File: src/rtl/ec_slope_calc_if.sv
// Request/response bundle for the modular slope unit.
// start is sampled only while the unit is idle; done is a one-cycle pulse with s/err valid.
interface ec_slope_calc_if #(
  parameter int WIDTH = 8
);
  logic             start;
  logic             dbl;
  logic [WIDTH-1:0] Ax;
  logic [WIDTH-1:0] Ay;
  logic [WIDTH-1:0] Bx;
  logic [WIDTH-1:0] By;
  logic             busy;
  logic             done;
  logic             err;
  logic [WIDTH-1:0] s;
  logic [2:0]       dbg_state;

  modport master (
    output start, dbl, Ax, Ay, Bx, By,
    input  busy, done, err, s, dbg_state
  );

  modport slave (
    input  start, dbl, Ax, Ay, Bx, By,
    output busy, done, err, s, dbg_state
  );
endinterface

File: src/rtl/ec_slope_calc.sv
// Sequential modular slope: add s=(By-Ay)/(Bx-Ax), double s=(3Ax^2+A)/(2Ay) mod P.
// Doubling path (dbl input, SQR state, A coefficient) is present only with SLOPE_DBL_EN defined.
module ec_slope_calc #(
  parameter int               WIDTH = 8,
  parameter logic [WIDTH-1:0] P     = 8'hFB,
  parameter logic [WIDTH-1:0] A     = '0
) (
  input  logic          Clk,
  input  logic          Reset,
  ec_slope_calc_if.slave bus
);

  localparam int             CW   = (WIDTH > 1) ? $clog2(WIDTH) : 1;
  localparam logic [CW-1:0]  LAST = CW'(WIDTH - 1);
  localparam logic [WIDTH:0] PX   = {1'b0, P};

`ifdef SLOPE_DBL_EN
  typedef enum logic [2:0] {
    S_IDLE = 3'd0, S_LOAD = 3'd1, S_SQR = 3'd2, S_INV = 3'd3, S_MUL = 3'd4, S_DONE = 3'd5
  } state_t;
`else
  typedef enum logic [2:0] {
    S_IDLE = 3'd0, S_LOAD = 3'd1, S_INV = 3'd3, S_MUL = 3'd4, S_DONE = 3'd5
  } state_t;
`endif

  function automatic logic [WIDTH-1:0] f_add(input logic [WIDTH-1:0] a, input logic [WIDTH-1:0] b);
    logic [WIDTH:0] t;
    t = {1'b0, a} + {1'b0, b};
    if (t >= PX) t = t - PX;
    return t[WIDTH-1:0];
  endfunction

  function automatic logic [WIDTH-1:0] f_sub(input logic [WIDTH-1:0] a, input logic [WIDTH-1:0] b);
    logic [WIDTH:0] t;
    if (a >= b) t = {1'b0, a} - {1'b0, b};
    else        t = {1'b0, a} + PX - {1'b0, b};
    return t[WIDTH-1:0];
  endfunction

  // x/2 mod P: odd x is made even by adding P, which needs the extra bit.
  function automatic logic [WIDTH-1:0] f_half(input logic [WIDTH-1:0] x);
    logic [WIDTH:0] t;
    t = x[0] ? ({1'b0, x} + PX) : {1'b0, x};
    return t[WIDTH:1];
  endfunction

  state_t           r_state, w_next;
  logic [WIDTH-1:0] r_ax, r_ay, r_bx, r_by;
  logic [WIDTH-1:0] r_num, r_u, r_v, r_x1, r_x2;
  logic [WIDTH-1:0] r_acc, r_ma, r_mb;
  logic [CW-1:0]    r_cnt;
  logic [WIDTH-1:0] r_s;
  logic             r_err;

  logic [WIDTH-1:0] w_den, w_num_add, w_acc2, w_acc_next;
  logic             w_range_err, w_load_err, w_mul_last, w_u_one, w_v_one;
  logic [WIDTH-1:0] w_u_nx, w_v_nx, w_x1_nx, w_x2_nx;

`ifdef SLOPE_DBL_EN
  logic             r_dbl;
  logic [WIDTH-1:0] w_num_dbl;
  assign w_range_err = r_dbl ? ((r_ax >= P) || (r_ay >= P))
                             : ((r_ax >= P) || (r_ay >= P) || (r_bx >= P) || (r_by >= P));
  assign w_den       = r_dbl ? f_add(r_ay, r_ay) : f_sub(r_bx, r_ax);
  assign w_num_dbl   = f_add(f_add(f_add(w_acc_next, w_acc_next), w_acc_next), A);
`else
  logic w_unused;
  assign w_unused    = ^{bus.dbl, A};
  assign w_range_err = (r_ax >= P) || (r_ay >= P) || (r_bx >= P) || (r_by >= P);
  assign w_den       = f_sub(r_bx, r_ax);
`endif

  assign w_num_add  = f_sub(r_by, r_ay);
  assign w_load_err = w_range_err || (w_den == '0);
  assign w_mul_last = (r_cnt == LAST);
  assign w_u_one    = (r_u == WIDTH'(1));
  assign w_v_one    = (r_v == WIDTH'(1));

  // Shared MSB-first shift-add multiplier: r_ma is the addend, r_mb shifts out its bits.
  assign w_acc2     = f_add(r_acc, r_acc);
  assign w_acc_next = r_mb[WIDTH-1] ? f_add(w_acc2, r_ma) : w_acc2;

  // One Euclid step; the odd/odd case subtracts and halves together (difference is even).
  always_comb begin
    w_u_nx  = r_u;
    w_v_nx  = r_v;
    w_x1_nx = r_x1;
    w_x2_nx = r_x2;
    if (!r_u[0]) begin
      w_u_nx  = r_u >> 1;
      w_x1_nx = f_half(r_x1);
    end else if (!r_v[0]) begin
      w_v_nx  = r_v >> 1;
      w_x2_nx = f_half(r_x2);
    end else if (r_u >= r_v) begin
      w_u_nx  = (r_u - r_v) >> 1;
      w_x1_nx = f_half(f_sub(r_x1, r_x2));
    end else begin
      w_v_nx  = (r_v - r_u) >> 1;
      w_x2_nx = f_half(f_sub(r_x2, r_x1));
    end
  end

  always_ff @(posedge Clk or negedge Reset) begin
    if (!Reset) r_state <= S_IDLE;
    else        r_state <= w_next;
  end

  always_comb begin
    w_next = r_state;
    case (r_state)
      S_IDLE: if (bus.start) w_next = S_LOAD;
      S_LOAD: begin
        if (w_load_err) w_next = S_DONE;
`ifdef SLOPE_DBL_EN
        else if (r_dbl) w_next = S_SQR;
`endif
        else            w_next = S_INV;
      end
`ifdef SLOPE_DBL_EN
      S_SQR:  if (w_mul_last) w_next = S_INV;
`endif
      S_INV:  if (w_u_one || w_v_one) w_next = S_MUL;
      S_MUL:  if (w_mul_last) w_next = S_DONE;
      S_DONE: w_next = S_IDLE;
      default: w_next = S_IDLE;
    endcase
  end

  always_ff @(posedge Clk or negedge Reset) begin
    if (!Reset) begin
      r_ax <= '0; r_ay <= '0; r_bx <= '0; r_by <= '0;
      r_num <= '0; r_u <= '0; r_v <= '0; r_x1 <= '0; r_x2 <= '0;
      r_acc <= '0; r_ma <= '0; r_mb <= '0; r_cnt <= '0;
      r_s <= '0; r_err <= 1'b0;
`ifdef SLOPE_DBL_EN
      r_dbl <= 1'b0;
`endif
    end else begin
      case (r_state)
        S_IDLE: begin
          if (bus.start) begin
            r_ax <= bus.Ax; r_ay <= bus.Ay; r_bx <= bus.Bx; r_by <= bus.By;
`ifdef SLOPE_DBL_EN
            r_dbl <= bus.dbl;
`endif
          end
        end
        S_LOAD: begin
          r_num <= w_num_add;
          r_u   <= w_den;
          r_v   <= P;
          r_x1  <= WIDTH'(1);
          r_x2  <= '0;
          r_acc <= '0;
          r_cnt <= '0;
          r_ma  <= r_ax;
          r_mb  <= r_ax;
          if (w_load_err) begin
            r_s   <= '0;
            r_err <= 1'b1;
          end
        end
`ifdef SLOPE_DBL_EN
        S_SQR: begin
          r_acc <= w_acc_next;
          r_mb  <= r_mb << 1;
          r_cnt <= r_cnt + 1'b1;
          if (w_mul_last) begin
            r_num <= w_num_dbl;
            r_acc <= '0;
            r_cnt <= '0;
          end
        end
`endif
        S_INV: begin
          if (w_u_one) begin
            r_ma <= r_num;
            r_mb <= r_x1;
          end else if (w_v_one) begin
            r_ma <= r_num;
            r_mb <= r_x2;
          end else begin
            r_u  <= w_u_nx;
            r_v  <= w_v_nx;
            r_x1 <= w_x1_nx;
            r_x2 <= w_x2_nx;
          end
        end
        S_MUL: begin
          r_acc <= w_acc_next;
          r_mb  <= r_mb << 1;
          r_cnt <= r_cnt + 1'b1;
          if (w_mul_last) begin
            r_s   <= w_acc_next;
            r_err <= 1'b0;
          end
        end
        default: ;
      endcase
    end
  end

  assign bus.busy      = (r_state != S_IDLE) && (r_state != S_DONE);
  assign bus.done      = (r_state == S_DONE);
  assign bus.s         = r_s;
  assign bus.err       = r_err;
  assign bus.dbg_state = r_state;

endmodule
File: src/flat_wrapper.sv
// flat-port wrapper written by rule: the top's interface ports become plain ports
module ec_slope_calc_flat 
#(
  parameter int               WIDTH = 8,
  parameter logic [WIDTH-1:0] P     = 8'hFB,
  parameter logic [WIDTH-1:0] A     = '0
)
  (Clk, Reset, bus_start, bus_dbl, bus_Ax, bus_Ay, bus_Bx, bus_By, bus_busy, bus_done, bus_err, bus_s, bus_dbg_state);
  ec_slope_calc_if #(.WIDTH(WIDTH)) bus_i ();
  input  logic Clk;
  input  logic Reset;
  input wire logic [$bits(bus_i.start)-1:0] bus_start;
  input wire logic [$bits(bus_i.dbl)-1:0] bus_dbl;
  input wire logic [$bits(bus_i.Ax)-1:0] bus_Ax;
  input wire logic [$bits(bus_i.Ay)-1:0] bus_Ay;
  input wire logic [$bits(bus_i.Bx)-1:0] bus_Bx;
  input wire logic [$bits(bus_i.By)-1:0] bus_By;
  output wire logic [$bits(bus_i.busy)-1:0] bus_busy;
  output wire logic [$bits(bus_i.done)-1:0] bus_done;
  output wire logic [$bits(bus_i.err)-1:0] bus_err;
  output wire logic [$bits(bus_i.s)-1:0] bus_s;
  output wire logic [$bits(bus_i.dbg_state)-1:0] bus_dbg_state;
  assign bus_i.start = bus_start;
  assign bus_i.dbl = bus_dbl;
  assign bus_i.Ax = bus_Ax;
  assign bus_i.Ay = bus_Ay;
  assign bus_i.Bx = bus_Bx;
  assign bus_i.By = bus_By;
  assign bus_busy = bus_i.busy;
  assign bus_done = bus_i.done;
  assign bus_err = bus_i.err;
  assign bus_s = bus_i.s;
  assign bus_dbg_state = bus_i.dbg_state;
  ec_slope_calc #(.WIDTH(WIDTH), .P(P), .A(A)) u_core (.Clk(Clk), .Reset(Reset), .bus(bus_i));
endmodule
File: config.mk
export PLATFORM = sky130hd
export DESIGN_NAME = ec_slope_calc_flat
export DESIGN_NICKNAME = d
export VERILOG_FILES = /design/src/rtl/ec_slope_calc_if.sv /design/src/rtl/ec_slope_calc.sv /design/src/flat_wrapper.sv
export SDC_FILE = /design/constraint.sdc
export NUM_CORES = 1
export LEC_CHECK = 0
export ABC_AREA = 1
export CAP_MARGIN = 10
export CORE_MARGIN = 1.5
export CORE_UTILIZATION = 50
export DETAILED_ROUTE_END_ITERATION = 6
export PLACE_DENSITY = 0.72
export SETUP_SLACK_MARGIN = 0.4
export SLEW_MARGIN = 10
export SYNTH_ARGS = -nofsm -noshare
export SYNTH_HDL_FRONTEND = slang
export SYNTH_SLANG_ARGS = --single-unit
File: constraint.sdc
create_clock -name Clk -period 5.35 [get_ports Clk]
set_clock_uncertainty 0.1 [all_clocks]
set_input_delay 1.3375 -clock Clk [delete_from_list [all_inputs] [get_ports Clk]]
set_output_delay 1.3375 -clock Clk [all_outputs]
set_load 0.02 [all_outputs]
==> impl_metrics.py, run 1 <==
metrics = {
    "yosys": {
        "syn_nets": 1658,
        "synthesis.area_um2": 10400,
        "synthArstFlopShare_pct": 100,
        "ys.flop_type": "dfrtp_1",
        "synth_top_cell_area_share_pct": 26.8,
        "synthDistinctLibCells": 59,
        "yosysWarningCount": 0,
        "synth_area_leader_cell": "dfrtp_1",
        "ys_seq_elements": 111,
        "synth_edf_count": 0,
        "yosys-top-cells-area": "dfrtp_1 27%, nand2_1 13%, ha_1 12%",
        "yosysSeqAreaShare_pct": 26.8,
        "netlist_instances": 1508,
        "syn_area_per_cell_um2": 6.87,
    },
    "timing": {
        "clock.fmax_mhz": 275,
        "rsz0062_at_grt": "false",
        "slew_viol_final": 0,
        "setup_viol": 0,
        "post-route-min-period_ps": 3640,
        "setup_tns_ps": 0,
        "finalHoldViolCount": 0,
        "relSlewSlack_pct": 34.0,
        "worst-slew-pin-transition_ps": 987,
        "period_share_pct": 68.0,
    },
    "floorplan": {
        "start_util_pct": 51.0,
        "die_area_um2": 21600,
        "die_h_um": 147,
        "rows": 52,
        "die_x_um": 147,
        "core-area_um2": 20300,
        "num_io_pins": 50,
    },
    "setup_path": {
        "critPathMaxFanout": 15,
        "endpoint_kind": "flip-flop",
        "r2r-end": "u_core.r_x1[4]",
        "reg2reg_depth": 14,
        "criticalPathCategory": "reg2reg",
        "cp.required_ps": 5550,
        "regToRegStartpoint": "u_core.r_u[0]",
        "reg2reg_slack_ps": 1710,
        "critPathLaunchType": "flip-flop",
        "crit_arrival_ps": 3840,
    },
    "cts": {
        "cts.sinks": 111,
        "cts-root-buf": "clkbuf_16",
        "cts_hold_buf": 0,
        "clkSlewWorstSetupHoldPaths_ps": 80,
        "clk_latency_ps": 360,
        "cts-buffers-inserted": 9,
        "cts_resized": 0,
        "cts_tree": "yes",
        "clock_path_buffers": 2,
        "post_cts_buffers": 0,
        "htreeDepth": 3,
    },
    "placed_design": {
        "dpl.hpwl_um": 21000,
        "io_buffer_count": 48,
        "gp_congestion": 0.970,
    },
    "detailed_routing": {
        "routed_via_density": 5.43,
        "drc": 0,
        "ant_nets": 0,
        "firstDrtPassIters": 7,
        "wire_per_inst_um": 14.6,
        "initialDrtViolationCount": 832,
        "vias": 9852,
        "wirelength_um": 26500,
    },
    "finish": {
        "num_antenna_cells": 0,
        "regArea_um2": 2780,
        "fillers": 1975,
        "fin_nets": 1689,
        "drive_gt1_share_pct": 4.40,
        "multi_input_area_um2": 6530,
        "mostFrequentLayoutCell": "nand2_1",
        "synthToLayoutAreaGrowth_pct": 9.76,
        "layout_common_cells": "365 x nand2_1, 228 x inv_1, 133 x nor2_1, 113 x a21oi_1, 111 x dfrtp_1",
    },
    "global_route": {
        "grt_first_pass_wirelength_um": 44300,
        "grt_overflow_total": 0,
        "grt_max_degree": 50,
        "grt_pass1_vias": 9111,
        "grt.busiest_layer": "met2",
        "use_met3_pct": 3.14,
        "grt.total_usage_pct": 25.2,
        "antenna_found_initial": 0,
        "grtUsageMet1_pct": 35.0,
        "met2_usage_pct": 40.6,
    },
    "min_path": {
        "holdPathEnd": "u_core.bus.s[6]",
        "min_from": "u_core.bus.s[6]",
        "hold_class": "reg2reg",
        "hold_depth": 2,
    },
    "outcome": {
        "status": "complete, no violations",
    },
    "job": {
        "cap_viol_max_count": 0,
    },
}
==> area by class of cell <==
type | instances | share of cell area (%)
Clock inverter | 7 | 0.760
Multi-Input combinational cell | 1126 | 57.5
Inverter | 238 | 7.86
Timing Repair Buffer | 53 | 4.54
Sequential cell | 111 | 24.4
Clock buffer | 9 | 1.98
Tap cell | 270 | 2.97
==> worst max path at each step <==
stage | start | endpoint
floorplan | u_core.r_acc[3] | u_core.r_acc[4]
global placement | u_core.r_u[0] | u_core.r_x1[4]
detailed placement | u_core.r_u[0] | u_core.r_x1[4]
CTS | u_core.r_u[0] | u_core.r_x1[4]
global route | u_core.r_u[0] | u_core.r_x1[4]
finish | u_core.r_u[0] | u_core.r_x1[4]
==> worst max-delay path, stage by stage, from the launching register on <==
cell	delay [ps]
dfrtp_1	640
clkinv_1	390
ha_1	330
fa_1	420
o21ai_1	290
nand2_1	110
nand4_2	210
nand2_1	110
nand2_1	130
nand2_2	210
nor2_2	240
inv_1	100
a21oi_1	140
o21ai_1	80
nand2_1	60
==> synthesized netlist by cell type (2+ instances only) <==
library cell and count:
a211oi_1 8, a21oi_1 113, a21oi_2 2, a22o_1 2, a22oi_1 7, a2bb2oi_1 2
a31oi_1 15, buf_2 7, clkbuf_1 21, clkinv_1 3, dfrtp_1 111, fa_1 13
ha_1 101, inv_1 228, inv_2 7, mux2_2 2, nand2_1 366, nand2_2 6
nand3_1 107, nand3_2 6, nand3_4 2, nand3b_1 5, nand4_1 26, nor2_1 133
nor2_2 4, nor2_4 3, nor3_1 18, o211ai_1 9, o21ai_0 64, o21ai_1 25
o21ai_2 3, o21bai_1 3, o221ai_1 2, o22ai_1 3, o32ai_1 2, or2_1 2
or2_2 5, xnor2_1 10, xor2_1 42
==> cells by family (layout without fill, tap and decap cells) <==
family          after synthesis  in the layout  share of synthesized area, %
mux                           2              2                         0.217
simple gates                689            689                          29.0
buf+inv                     271            307                          10.1
xor+xnor                     53             53                          4.56
compound gates              268            268                          14.6
flops                       111            111                          26.8
fa+ha+maj                   114            114                          14.7
==> metrics by stage <==
step           instance area [µm²]  std cells  setup WS [ps]  hold slack (ps)  util, %
5_1_grt                      11400       1814           1330              403     56.0
4_1_cts                      11400       1814           1730              387     56.0
3_3_place_gp                 11100       1798           1830              364     54.5
6_report                     11400       1814           1710              381     56.0
3_5_place_dp                 11100       1798           1750              365     54.5
2_1_floorplan                10400       1508           2490              349        -
==> per-layer routing <==
metal,wire [µm],up-vias
li1,-,4971
met1,12500,4530
met2,12000,302
met3,1400,49
met4,640,0
met5,0,-
Power of run 1 is not shown: default switching activity piles up to over one toggle a cycle in this logic, so the estimate is an artifact.
==> run 2, diff against run 1 <==
==> constraint.sdc (replaced) <==
create_clock -name Clk -period 3.6 [get_ports Clk]
set_clock_uncertainty 0.1 [all_clocks]
set_input_delay 0.9 -clock Clk [delete_from_list [all_inputs] [get_ports Clk]]
set_output_delay 0.9 -clock Clk [all_outputs]
set_load 0.02 [all_outputs]
==> impl_metrics.py, run 2 (synthesized netlist as in run 1, its figures left out) <==
metrics = {
    "finish": {
        "fin_nets": 1714,
        "synthToLayoutAreaGrowth_pct": 14.1,
        "regArea_um2": 2780,
        "num_antenna_cells": 0,
        "multi_input_area_um2": 6760,
        "fillers": 1950,
        "utilization_pct": 58.2,
        "instances_no_fill": 1839,
        "drive_gt1_share_pct": 8.60,
        "layout_common_cells": "356 x nand2_1, 224 x inv_1, 129 x nor2_1, 109 x a21oi_1, 109 x dfrtp_1",
        "mostFrequentLayoutCell": "nand2_1",
    },
    "placed_design": {
        "dpl.hpwl_um": 21000,
        "dp.cells": 1812,
        "gp_congestion": 0.955,
        "io_buffer_count": 48,
    },
    "timing": {
        "worst-slew-pin-transition_ps": 681,
        "finalHoldViolCount": 0,
        "slew_viol_final": 0,
        "setup_tns_ps": 0,
        "clock.fmax_mhz": 313,
        "rsz0062_at_grt": "true",
        "relSlewSlack_pct": 54.5,
        "period_share_pct": 88.8,
        "setup_viol": 0,
        "post-route-min-period_ps": 3200,
    },
    "cts": {
        "clkSlewWorstSetupHoldPaths_ps": 80,
        "cts-buffers-inserted": 9,
        "cts-root-buf": "clkbuf_16",
        "htreeDepth": 3,
        "cts_hold_buf": 0,
        "cts.sinks": 111,
        "clock_path_buffers": 2,
        "cts_tree": "yes",
        "clk_latency_ps": 370,
    },
    "detailed_routing": {
        "drc": 0,
        "top_layer_used": "met4",
        "firstDrtPassIters": 6,
        "initialDrtViolationCount": 595,
        "vias": 9910,
        "wire_per_inst_um": 14.7,
        "drt-met1-wl_um": 12700,
        "wirelength_um": 27000,
        "routed_via_density": 5.39,
        "wl_met2_um": 12600,
        "ant_nets": 0,
        "met3_length_um": 1090,
    },
    "floorplan": {
        "rows": 52,
        "core-area_um2": 20300,
        "num_io_pins": 50,
        "start_util_pct": 51.0,
        "die_x_um": 147,
        "die_h_um": 147,
        "die_area_um2": 21600,
    },
    "setup_path": {
        "reg2reg_slack_ps": 400,
        "reg2reg_depth": 21,
        "critPathMaxFanout": 6,
        "critPathLaunchType": "flip-flop",
        "endpoint_kind": "flip-flop",
        "criticalPathCategory": "reg2reg",
        "r2r-end": "u_core.r_acc[1]",
        "cp.required_ps": 3740,
        "regToRegStartpoint": "u_core.r_acc[4]",
        "crit_arrival_ps": 3330,
    },
    "min_path": {
        "hold_class": "in2async",
    },
    "global_route": {
        "grt_max_degree": 58,
        "grt_overflow_total": 0,
        "grt_pass1_vias": 9216,
        "antenna_found_initial": 0,
        "grt_first_pass_wirelength_um": 43700,
        "grt.total_usage_pct": 24.9,
    },
    "job": {
        "cap_viol_max_count": 0,
    },
    "outcome": {
        "status": "complete, no violations",
    },
}
==> run 2: cell count changes in the layout (fill, tap and decap cells not counted), sizes merged <==
| cell | previous run | this run |
|---|---|---|
| buf | 6 | 30 |
| clkinv | 7 | 8 |
| inv | 238 | 237 |
| nand2 | 373 | 374 |
==> run 2: cell type report <==
class | count | area share, %
well taps | 270 | 2.86
repair buffers | 77 | 6.13
clock buffers | 9 | 1.91
multi-input cells | 1127 | 57.2
flip-flops and latches | 111 | 23.5
inverters | 238 | 7.56
clock inverters | 7 | 0.815
==> run 2: per-stage QoR <==
stage	setup WS, ps	hold slack (ps)	area (µm²)
6_report	403	367	11800
3_3_place_gp	354	365	11200
4_1_cts	418	376	11500
2_1_floorplan	743	349	10400
5_1_grt	191	384	11800
3_5_place_dp	307	366	11200
==> run 2: repair_timing <==
| item | 4_1_cts | 5_1_grt |
|---|---|---|
| gates cloned | 0 | 1 |
| endpoints found under the hold margin | 0 | 0 |
| pin swaps | 3 | 19 |
| resized for setup | 3 | 55 |
| buffers inserted | 2 | 8 |
| setup endpoints to repair | 15 | 26 |
==> run 2: how the worst max path moves through the flow <==
stage          cells after the start       startpoint  slack, ps               to
2_1_floorplan                     22  u_core.r_acc[3]        740  u_core.r_acc[4]
3_3_place_gp                      20  u_core.r_acc[3]        350  u_core.r_acc[2]
3_5_place_dp                      21  u_core.r_acc[3]        310  u_core.r_acc[4]
4_1_cts                           22  u_core.r_acc[4]        420  u_core.r_acc[4]
5_1_grt                           22  u_core.r_acc[4]        190  u_core.r_acc[7]
6_report                          21  u_core.r_acc[4]        400  u_core.r_acc[1]
==> run 2: critical path, cell delays in order (launching register included) <==
cell	delay (ps)
dfrtp_1	380
nand2_1	60
nor2_1	90
nand3_1	120
nor2_2	180
inv_2	70
nand2_4	90
nand4_1	150
xor2_2	280
buf_4	160
ha_4	200
a21oi_2	150
nand2_1	80
nand2_2	90
nand2_2	70
a21oi_4	240
nand2_4	110
buf_6	140
nand2_1	40
nand3_1	80
nand2_2	110
o21ai_0	80
==> run 2: per-layer routing <==
metal / vias up / global-route usage (%)
li1: 5028 / -
met1: 4575 / 33.7
met2: 259 / 41.3
met3: 48 / 3.66
met4: 0 / 7.25
met5: - / 0
Power of run 2 is left out for the same reason.
==> run 3, diff against run 2 <==
--- a/config.mk
+++ b/config.mk
@@ -8,9 +8,9 @@
 export ABC_AREA = 1
 export CAP_MARGIN = 10
 export CORE_MARGIN = 1.5
-export CORE_UTILIZATION = 50
+export CORE_UTILIZATION = 40
 export DETAILED_ROUTE_END_ITERATION = 6
-export PLACE_DENSITY = 0.72
+export PLACE_DENSITY = 0.61
 export SETUP_SLACK_MARGIN = 0.4
 export SLEW_MARGIN = 10
 export SYNTH_ARGS = -nofsm -noshare
==> impl_metrics.py, run 3 (synthesized netlist as in run 1, its figures left out) <==
metrics = {
    "global_route": {
        "grt_first_pass_wirelength_um": 45400,
        "grt_max_degree": 56,
        "antenna_found_initial": 0,
        "grt_overflow_total": 0,
        "grt_pass1_vias": 9072,
        "grt.total_usage_pct": 21.2,
    },
    "cts": {
        "cts-buffers-inserted": 9,
        "htreeDepth": 3,
        "clkSlewWorstSetupHoldPaths_ps": 80,
        "clk_latency_ps": 370,
        "cts-root-buf": "clkbuf_16",
        "cts_tree": "yes",
        "clock_path_buffers": 2,
        "cts.sinks": 111,
    },
    "detailed_routing": {
        "firstDrtPassIters": 5,
        "ant_nets": 0,
        "initialDrtViolationCount": 635,
        "drc": 0,
        "wirelength_um": 28300,
        "vias": 9790,
        "routed_via_density": 5.13,
        "wire_per_inst_um": 14.8,
    },
    "timing": {
        "worst-slew-pin-transition_ps": 739,
        "setup_tns_ps": 0,
        "relSlewSlack_pct": 50.7,
        "finalHoldViolCount": 0,
        "clock.fmax_mhz": 309,
        "slew_viol_final": 0,
        "post-route-min-period_ps": 3240,
        "rsz0062_at_grt": "true",
        "setup_viol": 0,
        "period_share_pct": 90.0,
    },
    "setup_path": {
        "crit_slowest_cell": "dfrtp_1",
        "endpoint_kind": "flip-flop",
        "cpMostUsedCell": "nand2_1",
        "critical-path-top-delay-family": "simple AND/OR/NAND/NOR gates",
        "crit_chain": "nand2_1 -> nor2_1 -> nand3_1 -> nor2_2 -> inv_1 -> nand2_2 -> nand2_1 -> o21ai_1 -> ha_1 -> or2_1 -> nand2_1 -> nand2_1 -> nand2_1 -> nand2_1 -> nor2_1 -> nand3_1 -> nand2_1 -> nand2_2 -> o21ai_2 -> nand2_1 -> nand2_2 -> o21ai_0",
        "regToRegStartpoint": "u_core.r_acc[4]",
        "r2r-end": "u_core.r_acc[7]",
        "reg2reg_slack_ps": 360,
        "reg2reg_depth": 22,
        "crit_arrival_ps": 3370,
        "critPathLaunchType": "flip-flop",
        "critPathMaxFanout": 4,
        "cpPeakStageDelay_ps": 400,
        "criticalPathCategory": "reg2reg",
        "cp.required_ps": 3730,
        "critPathBufInv": 1,
    },
    "placed_design": {
        "dp.cells": 1877,
        "gp_congestion": 0.911,
        "io_buffer_count": 48,
        "dpl.hpwl_um": 21900,
    },
    "min_path": {
        "hold_depth": 1,
        "hold_class": "reg2reg",
        "min_from": "u_core.r_cnt[0]",
        "holdPathEnd": "u_core.r_cnt[0]",
    },
    "floorplan": {
        "start_util_pct": 40.9,
        "rows": 58,
        "core-area_um2": 25300,
        "die_x_um": 164,
        "die_h_um": 164,
        "die_area_um2": 26900,
        "num_io_pins": 50,
    },
    "finish": {
        "instances_no_fill": 1909,
        "mostFrequentLayoutCell": "nand2_1",
        "num_antenna_cells": 0,
        "synthToLayoutAreaGrowth_pct": 15.8,
        "layout_common_cells": "348 x nand2_1, 224 x inv_1, 128 x nor2_1, 109 x a21oi_1, 109 x dfrtp_1",
        "fin_nets": 1724,
        "drive_gt1_share_pct": 10.1,
    },
    "outcome": {
        "status": "complete, no violations",
    },
    "job": {
        "cap_viol_max_count": 0,
    },
}
run 3: cell types whose count changed in the layout (fill, tap and decap cells not counted), sizes merged:
| cell | previous run | this run |
|---|---|---|
| buf | 30 | 40 |
| clkinv | 8 | 6 |
| clkinvlp | 0 | 1 |
| inv | 237 | 238 |
run 3: cell type report:
cell class                      count  area [µm²]
Clock buffer                        9         225
Clock inverter                      7        87.6
Fill cell                        2617       13300
Inverter                          238         893
Multi-Input combinational cell   1127        6800
Sequential cell                   111        2780
Tap cell                          330         413
Timing Repair Buffer               87         791
run 3: metrics by stage:
step                      utilization (%)  hold WS [ps]  setup slack (ps)  instance area, µm²
after CTS                            46.2           386               400               11700
after detailed placement             44.6           369               273               11300
after global routing                 47.3           414              72.1               12000
after floorplan                         -           349               743               10400
final                                47.3           382               360               12000
after global placement               44.6           366               312               11300
run 3: how the worst max path moves through the flow:
stage                          startpoint         endpoint  slack (ps)  depth (start not counted)
after floorplan           u_core.r_acc[3]  u_core.r_acc[4]         740                         22
after global placement    u_core.r_acc[3]  u_core.r_acc[2]         310                         23
after detailed placement  u_core.r_acc[3]  u_core.r_acc[2]         270                         23
after CTS                 u_core.r_acc[4]  u_core.r_acc[3]         400                         20
after global routing      u_core.r_acc[4]  u_core.r_acc[7]          70                         22
final                     u_core.r_acc[4]  u_core.r_acc[7]         360                         22
run 3: worst reg2reg max path: stages, from the launching register on:
cell and delay [ps]:
dfrtp_1 400, nand2_1 70, nor2_1 100, nand3_1 110, nor2_2 130, inv_1 80, nand2_2 100, nand2_1 60
o21ai_1 140, ha_1 320, or2_1 290, nand2_1 100, nand2_1 60, nand2_1 110, nand2_1 100, nor2_1 260
nand3_1 130, nand2_1 110, nand2_2 50, o21ai_2 50, nand2_1 80, nand2_2 100, o21ai_0 80
run 3: timing repair:
action / in CTS / in global routing
hold buffers: 0 / 0
gates resized for setup: 9 / 69
pin swaps: 6 / 10
setup buffers: 8 / 7
endpoints found under the setup margin: 16 / 29
cloned: 1 / 0
run 3: layer usage:
metal	routed length [µm]	GRT usage [%]	vias up
li1	-	-	5035
met1	14000	30.2	4529
met2	12900	34.2	198
met3	1010	2.45	28
met4	452	5.33	0
met5	0	0	-
Power of run 3 is left out for the same reason.
